### config.mk
export PLATFORM = sky130hd
export DESIGN_NAME = load_store_unit
export DESIGN_NICKNAME = d
export VERILOG_FILES = /design/src/rtl/load_store_unit.sv
export SDC_FILE = /design/constraint.sdc
export NUM_CORES = 1
export LEC_CHECK = 0
export BUFFER_PORTS_ARGS = -buffer_cell sky130_fd_sc_hd__buf_2
export CORE_AREA = 2 2 118 120
export CTS_CLUSTER_SIZE = 10
export DETAILED_ROUTE_END_ITERATION = 7
export DIE_AREA = 0 0 120 122
export PLACE_DENSITY = 0.77
export SKIP_LAST_GASP = 1
export SYNTH_ARGS = -nofsm -noshare
export SYNTH_HDL_FRONTEND = slang
export SYNTH_SLANG_ARGS = --single-unit
### constraint.sdc
create_clock -name CLK -period 5.47 [get_ports CLK]
set_input_delay 1.641 -clock CLK [delete_from_list [all_inputs] [get_ports CLK]]
set_output_delay 1.641 -clock CLK [all_outputs]
set_load 0.01 [all_outputs]
### src/rtl/load_store_unit.sv
// RV32I load/store sequencer for a single-port word memory with one-cycle read latency.
// Sub-word stores use read-modify-write; faulting requests finish without touching memory.
module load_store_unit #(
  parameter int MEM_DEPTH = 1024
) (
  input  logic        CLK,
  input  logic        RST,
  input  logic        Start,
  input  logic        IsStore,
  input  logic [2:0]  Funct3,
  input  logic [31:0] ByteAddr,
  input  logic [31:0] StoreData,
  input  logic [31:0] MemReadData,
  output logic [31:0] MemAddress,
  output logic [31:0] MemWriteData,
  output logic        MemW,
  output logic [31:0] LoadData,
  output logic        Busy,
  output logic        Done,
  output logic        Fault
);

  typedef enum logic [2:0] {IDLE, RD, CAP, WR, DONE} state_t;

  state_t      state_reg, state_next;
  logic        is_store_reg;
  logic [2:0]  funct3_reg;
  logic [31:0] addr_reg;
  logic [31:0] sdata_reg;
  logic [31:0] load_data_reg;
  logic [31:0] merged_reg;
  logic        fault_reg;

  logic        req_fault;
  logic [31:0] word_idx;
  logic [7:0]  rd_lane [4];
  logic [3:0]  lane_en;
  logic        store_half;
  logic [31:0] merged_next;
  logic [31:0] load_next;
  logic [7:0]  load_byte;
  logic [15:0] load_half;

  assign word_idx = {2'b00, ByteAddr[31:2]};

  // Fault classification of the incoming request, evaluated only when accepted in IDLE.
  always_comb begin
    req_fault = 1'b0;
    case (Funct3)
      3'd0:       req_fault = 1'b0;
      3'd1:       req_fault = ByteAddr[0];
      3'd2:       req_fault = (ByteAddr[1:0] != 2'b00);
      3'd4, 3'd5: req_fault = IsStore || (Funct3[0] && ByteAddr[0]);
      default:    req_fault = 1'b1;
    endcase
    if (word_idx >= 32'(MEM_DEPTH)) begin
      req_fault = 1'b1;
    end
  end

  assign store_half = (funct3_reg[1:0] == 2'd1);

  // Per-lane read split and store merge; half stores put StoreData[15:8] in the odd lane.
  generate
    for (genvar gi = 0; gi < 4; gi++) begin : g_lane
      logic [7:0] src;
      assign rd_lane[gi] = MemReadData[8*gi +: 8];
      assign lane_en[gi] = store_half ? (addr_reg[1] == 1'(gi / 2))
                                      : (addr_reg[1:0] == 2'(gi));
      assign src = (store_half && ((gi % 2) == 1)) ? sdata_reg[15:8] : sdata_reg[7:0];
      assign merged_next[8*gi +: 8] = lane_en[gi] ? src : rd_lane[gi];
    end
  endgenerate

  assign load_byte = rd_lane[addr_reg[1:0]];
  assign load_half = {rd_lane[{addr_reg[1], 1'b1}], rd_lane[{addr_reg[1], 1'b0}]};

  always_comb begin
    load_next = MemReadData;
    case (funct3_reg)
      3'd0:    load_next = {{24{load_byte[7]}}, load_byte};
      3'd1:    load_next = {{16{load_half[15]}}, load_half};
      3'd4:    load_next = {24'h000000, load_byte};
      3'd5:    load_next = {16'h0000, load_half};
      default: load_next = MemReadData;
    endcase
  end

  always_ff @(posedge CLK) begin
    if (RST) begin
      state_reg <= IDLE;
    end else begin
      state_reg <= state_next;
    end
  end

  always_comb begin
    state_next = state_reg;
    case (state_reg)
      IDLE: begin
        if (Start) begin
          if (req_fault) begin
            state_next = DONE;
          end else if (IsStore && (Funct3 == 3'd2)) begin
            state_next = WR;
          end else begin
            state_next = RD;
          end
        end
      end
      RD:      state_next = CAP;
      CAP:     state_next = is_store_reg ? WR : DONE;
      WR:      state_next = DONE;
      DONE:    state_next = IDLE;
      default: state_next = IDLE;
    endcase
  end

  always_ff @(posedge CLK) begin
    if (RST) begin
      is_store_reg  <= 1'b0;
      funct3_reg    <= 3'd0;
      addr_reg      <= 32'd0;
      sdata_reg     <= 32'd0;
      load_data_reg <= 32'd0;
      merged_reg    <= 32'd0;
      fault_reg     <= 1'b0;
    end else begin
      case (state_reg)
        IDLE: begin
          if (Start) begin
            is_store_reg <= IsStore;
            funct3_reg   <= Funct3;
            addr_reg     <= ByteAddr;
            sdata_reg    <= StoreData;
            fault_reg    <= req_fault;
          end
        end
        CAP: begin
          if (is_store_reg) begin
            merged_reg <= merged_next;
          end else begin
            load_data_reg <= load_next;
          end
        end
        default: ;
      endcase
    end
  end

  // Control outputs are gated by RST so an abort in WR never commits a write.
  assign MemAddress   = {2'b00, addr_reg[31:2]};
  assign MemWriteData = (funct3_reg == 3'd2) ? sdata_reg : merged_reg;
  assign MemW         = (state_reg == WR) && !RST;
  assign LoadData     = load_data_reg;
  assign Busy         = (state_reg != IDLE) && !RST;
  assign Done         = (state_reg == DONE) && !RST;
  assign Fault        = fault_reg && !RST;

endmodule

* Word-level counts from Yosys, hierarchy flattened
Index checks and enable logic that the tools add are counted.
** Operators by class
- $add $sub $neg :: 0
- $mul :: 0
- Divide/modulo/power cells :: 0
- $lt $le $gt $ge :: 4
- Equal/unequal tests :: 17
- Shift operators :: 0
- Multiplexer cells :: 27
- Bitwise logic cells :: 5
- Reduce and logical (&&, ||, !) cells :: 18
** Operators by type and width (count)
- $pmux 32 s4 :: 1
- $mux 8 :: 11
- $bmux 8 s2 :: 3
- $mux 32 :: 1
- $ge 30x11->1 const B :: 1
- $eq 3x3->1 const B :: 5
- $eq 3x2->1 const B :: 4
- $pmux 3 s4 :: 1
- $eq 3x1->1 const B :: 3
- $ge 3x3->1 const B :: 3
- $logic_not 3->1 :: 3
- $mux 3 :: 3
- $not 2->3 :: 3
- $logic_and 1x1->1 :: 6
- $reduce_and 2->1 :: 3
- $mux 1 :: 5
- $eq 2x1->1 const B :: 2
- $eq 2x2->1 const B :: 2
- $pmux 1 s4 :: 1
- $reduce_bool 3->1 :: 1
- $logic_not 2->1 :: 1
- $mux 2 :: 1
- $ne 2x2->1 const B :: 1
- $not 1->1 :: 2
- other kinds (4) :: 4
** Word-level totals
- Flip-flop bits (word level) :: 136
- Bits in latches :: 0
- RAM bits :: 0
- Bits in read-only memories :: 0
- Output and inout port bits :: 100
- Memories :: 0

* Logic depth before layout (Yosys ltp)
- Depth after elaboration :: 7
- Depth in mapped cells :: 7
- Gate-level depth less buffers :: 4

* Worst setup path before layout
Ideal clock, no wire load.
- Path kind :: input to output
- From :: input port RST
- To :: output port Busy
- Data arrival time :: 2313 ps
- Data required time :: 3829 ps
- Path slack :: 1516 ps
- Stages on the path :: 3
- Path buffers :: 2
- Cells stage by stage :: buf_1 > clkbuf_1 > nor2_1
** On the way
- Word-level cells in the longest chain between the ends :: 2
** RTL lines
- start, declared :: RTL line 7 : input logic RST,
- $logic_not 1->1 :: RTL line 156 : assign Busy = (state_reg != IDLE) && !RST;
- $logic_and 1x1->1 :: RTL line 156
- end, declared :: RTL line 18 : output logic Busy,
Every way passes these cells.

* Worst setup path in the final report
- From :: input port RST
- To :: output port MemW
** On the way
- Word-level cells in the longest chain between the ends :: 2
** RTL lines
- $logic_not 1->1 :: RTL line 154 : assign MemW = (state_reg == WR) && !RST;
- $logic_and 1x1->1 :: RTL line 154
- end, declared :: RTL line 16 : output logic MemW,
Every way passes these cells.

==> results.md <==
Global route:
- Entering global routing, the biggest net connects 81 pins.
- The number of antenna violations at the first check in global routing is 1.
- The overall overflow remaining after global route is 0.
- Global routing used 25.0% of the available tracks across all layers.
- The first global-routing pass estimated 28.7 mm of wire.
- The via count of the first global-routing pass is between 5000 and 6000.

Floorplanning:
- In this run the standard cell core region covers 13500 um2.
- The die footprint is roughly 15000 um2.
- The initial utilization of the core area, before any placement, comes to between 40% and 50%.
- Measured along the y axis, the die boundary spans 122 um.
- The site row count is 43.
- 203 I/O pins were placed.
- Measured along the x axis, the die boundary spans 120 um.

Worst setup path:
- The critical-path cell with the highest stage delay is buf_2.
- The arrival time of data at the critical path endpoint is 2.31 ns.
- STA classifies the critical path endpoint as an output port.
- The delay of the slowest cell on the worst path is 0.24 ns.
- For the worst setup path, the data required time is 3.83 ns.
- The startpoint class of the critical path is an input port.
- Walking the worst path, the cells encountered are buf_2, nor2_1, and3_1, buf_2.
- The capture point of the worst reg-to-reg path is merged_reg[28].
- For flop-to-flop paths, the worst setup slack is 2.91 ns.
- The worst setup path is of the input port to output port kind.
- The number of cell instances on the worst register-to-register path is 4.
- The critical-path maximum fanout is 15.
- The most common cell type on the critical path is buf_2.
- The worst reg2reg path startpoint is state_reg[1].

Final layout:
- The relative area change from synthesis to final layout is 21.5%.
- The top cell types in the final layout, fill and taps aside, are buf_2, nand2_1, dfxtp_1.
- In the final design database the tool counted about 1000 nets.
- The share of final-layout standard cells stronger than drive strength 1 is 32.5%.
- The filler cell count in the final layout is about 1300.
- The most common cell after layout, fill and taps aside is buf_2.

Timing:
- The final critical path takes up 72.3% of the cycle.
- Timing would allow up to 0.253 GHz.
- For the pin with the worst max-slew slack, the measured transition is 1.17 ns.
- The max-slew violation total from the final report is 0.
- The final number of hold-violating endpoints is 0.
- In this run the tightest slew margin relative to its limit is 21.9%.
- The sum of negative setup slack is 0 ns.
- The worst setup skew after layout is between 0.009 and 0.01 ns.
- Setup repair after global routing left no endpoint under its margin.
- The final critical path time including I/O delays and setup is 3.95 ns.
- The final setup violation count is 0.

Synth:
- Of the synthesized area, sequential elements account for 41.9%.
- The post-synth design cell area is 6500 um2.
- In the synthesized netlist, the number of instances is 782.
- In this run, distinct cell masters in the synthesized netlist total 50.
- For this run, the number of Yosys warnings is 0.
- Synthesis inferred around 140 register bits.
- The synthesized area divided by synthesized cell count is 8.32 um2.

Min path:
- The critical hold path startpoint is addr_reg[6].
- The hold-critical path endpoint is addr_reg[6].
- The hold-critical path depth is 2.
- In this run the worst hold path is classified as flop to flop.

CTS:
- The number of buffers created by CTS is 17.
- The post-CTS setup repair buffer count is 0.
- The clock sink count is 136.
- The hold buffer count at CTS is 0.
- The cell sitting at the root of the clock tree is a clkbuf_16.
- CTS built an H-tree with a depth of 4.
- The number of gates resized after CTS is 0.
- The worst-skew pair later-pin latency is 0.41 ns.
- Clock-pin slew was measured on the worst setup and hold paths at 0.05 ns.
- The clock passes through at most 2 buffers.
- TritonCTS built the clock tree.

Status:
- The flow ran to the end, and the final reports show no timing, DRC or antenna violations.

Placement:
- The placed wire-length estimate is 12.8 mm.
- The placer's final routability congestion estimate is around 1.
- During placement, the flow inserted port buffers numbering 200.

Power:
- Across the VDD grid, the largest voltage drop is 0.220 mV.
- The sum of internal, switching and leakage power is 2450 uW.
- The leakage power total is ~0.0035 uW.
- In this run the power density over the cells is 310 nW/um2.

Route:
- Summed over all layers, the routed wires come to ~18 mm.
- The average wire per cell in the routed design is 16.5 um.
- The first routing iteration left 476 violations.
- For this run, the detailed router's first-pass iteration total came to 6.
- The overall via count from detail_route is 6028.
- Once detail routing completed, the nets flagged for antenna violations numbered 0.
- The post-detailed-route DRC marker count is 0.
- The post-detailed-route via-to-cell ratio is between 5 and 6.

Flow run:
- The tool flagged a number of max-cap violations equal to 0.
==> per-layer routing <==
metal	wire length (um)	global-route usage, %	up-vias
li1	-	-	2973
met1	7950	32.1	2783
met2	8740	39.8	226
met3	1090	6.18	46
met4	591	11.2	0
met5	0	0	-
==> worst max-delay path: cells and delay by family <==
kind                   cells  cell delay (ns)
buffers and inverters      2             0.37
and+or+nand+nor            2             0.30
==> Yosys cell counts, drive strengths merged <==
cell type	instances	area (um2)
a311o	1	10.0
inv	4	15.0
nor3	4	25.0
conb	1	3.75
o31ai	3	22.5
nor4	7	43.8
o32ai	1	8.76
o22ai	16	100
a22o	2	17.5
clkinv	1	3.75
nand3b	2	15.0
a21boi	1	7.51
buf	57	390
mux2	46	518
dfxtp	136	2720
o21a	1	7.51
nand4	2	12.5
a31o	6	52.6
o211ai	1	7.51
nand3	9	45.0
nand2b	8	57.6
o41ai	1	16.3
a31oi	9	56.3
or4b	1	10.0
a21oi	96	499
o21ai	40	223
a311oi	1	8.76
or2	1	6.26
mux2i	36	360
a22oi	8	60.1
nor2	26	97.6
a221oi	6	52.6
nand2	186	698
nor2b	5	31.3
and3	1	6.26
clkbuf	36	135
and2	1	6.26
a211oi	17	128
nor4b	2	23.8
==> worst max-delay path by stage <==
stage | from | depth (start not counted) | endpoint
2_1_floorplan | RST | 3 | Busy
3_3_place_gp | RST | 4 | MemW
3_5_place_dp | RST | 4 | MemW
4_1_cts | RST | 4 | MemW
5_1_grt | RST | 4 | MemW
6_report | RST | 4 | MemW
==> final cells by class <==
cell class              count  area [um2]  area share [%]
multi-input cells         549        3270            41.3
well taps                 180         225            2.85
clock buffers              21         480            6.08
clock inverters            11         120            1.52
repair buffers            209        1070            13.5
diodes                      1        2.50          0.0317
inverters                   5        18.8           0.237
flip-flops and latches    136        2720            34.4
==> cell families (layout without fill, tap and decap cells) <==
group                  Yosys count  in the layout  synth area share [%]
AO/OA/AOI/OAI                  210            210                  19.6
buffers and inverters           98            246                  8.37
flip-flops                     136            136                  41.9
multiplexers                    82             82                  13.5
other                            1              3                0.0576
AND/OR/NAND/NOR                255            255                  16.6
==> power by group <==
group	internal (uW)	switching, uW	leakage, uW	total [uW]
Clock	717	420	0.000291	1140
Combinational	109	154	0.00213	264
Sequential	1020	28.8	0.00111	1050
Total	1850	603	0.00353	2450
==> metrics by stage <==
stage               instances  worst slack, ns  hold WS, ns  area (um2)  utilization (%)
floorplan                 783             1.52        0.433        6510                -
global placement         1079             1.53        0.439        7300             54.1
detailed placement       1079             1.52        0.443        7300             54.1
CTS                      1111             1.52        0.451        7900             58.5
global route             1112             1.47        0.469        7900             58.5
finish                   1112             1.52        0.450        7900             58.5
(Power assumes the default switching activity.)
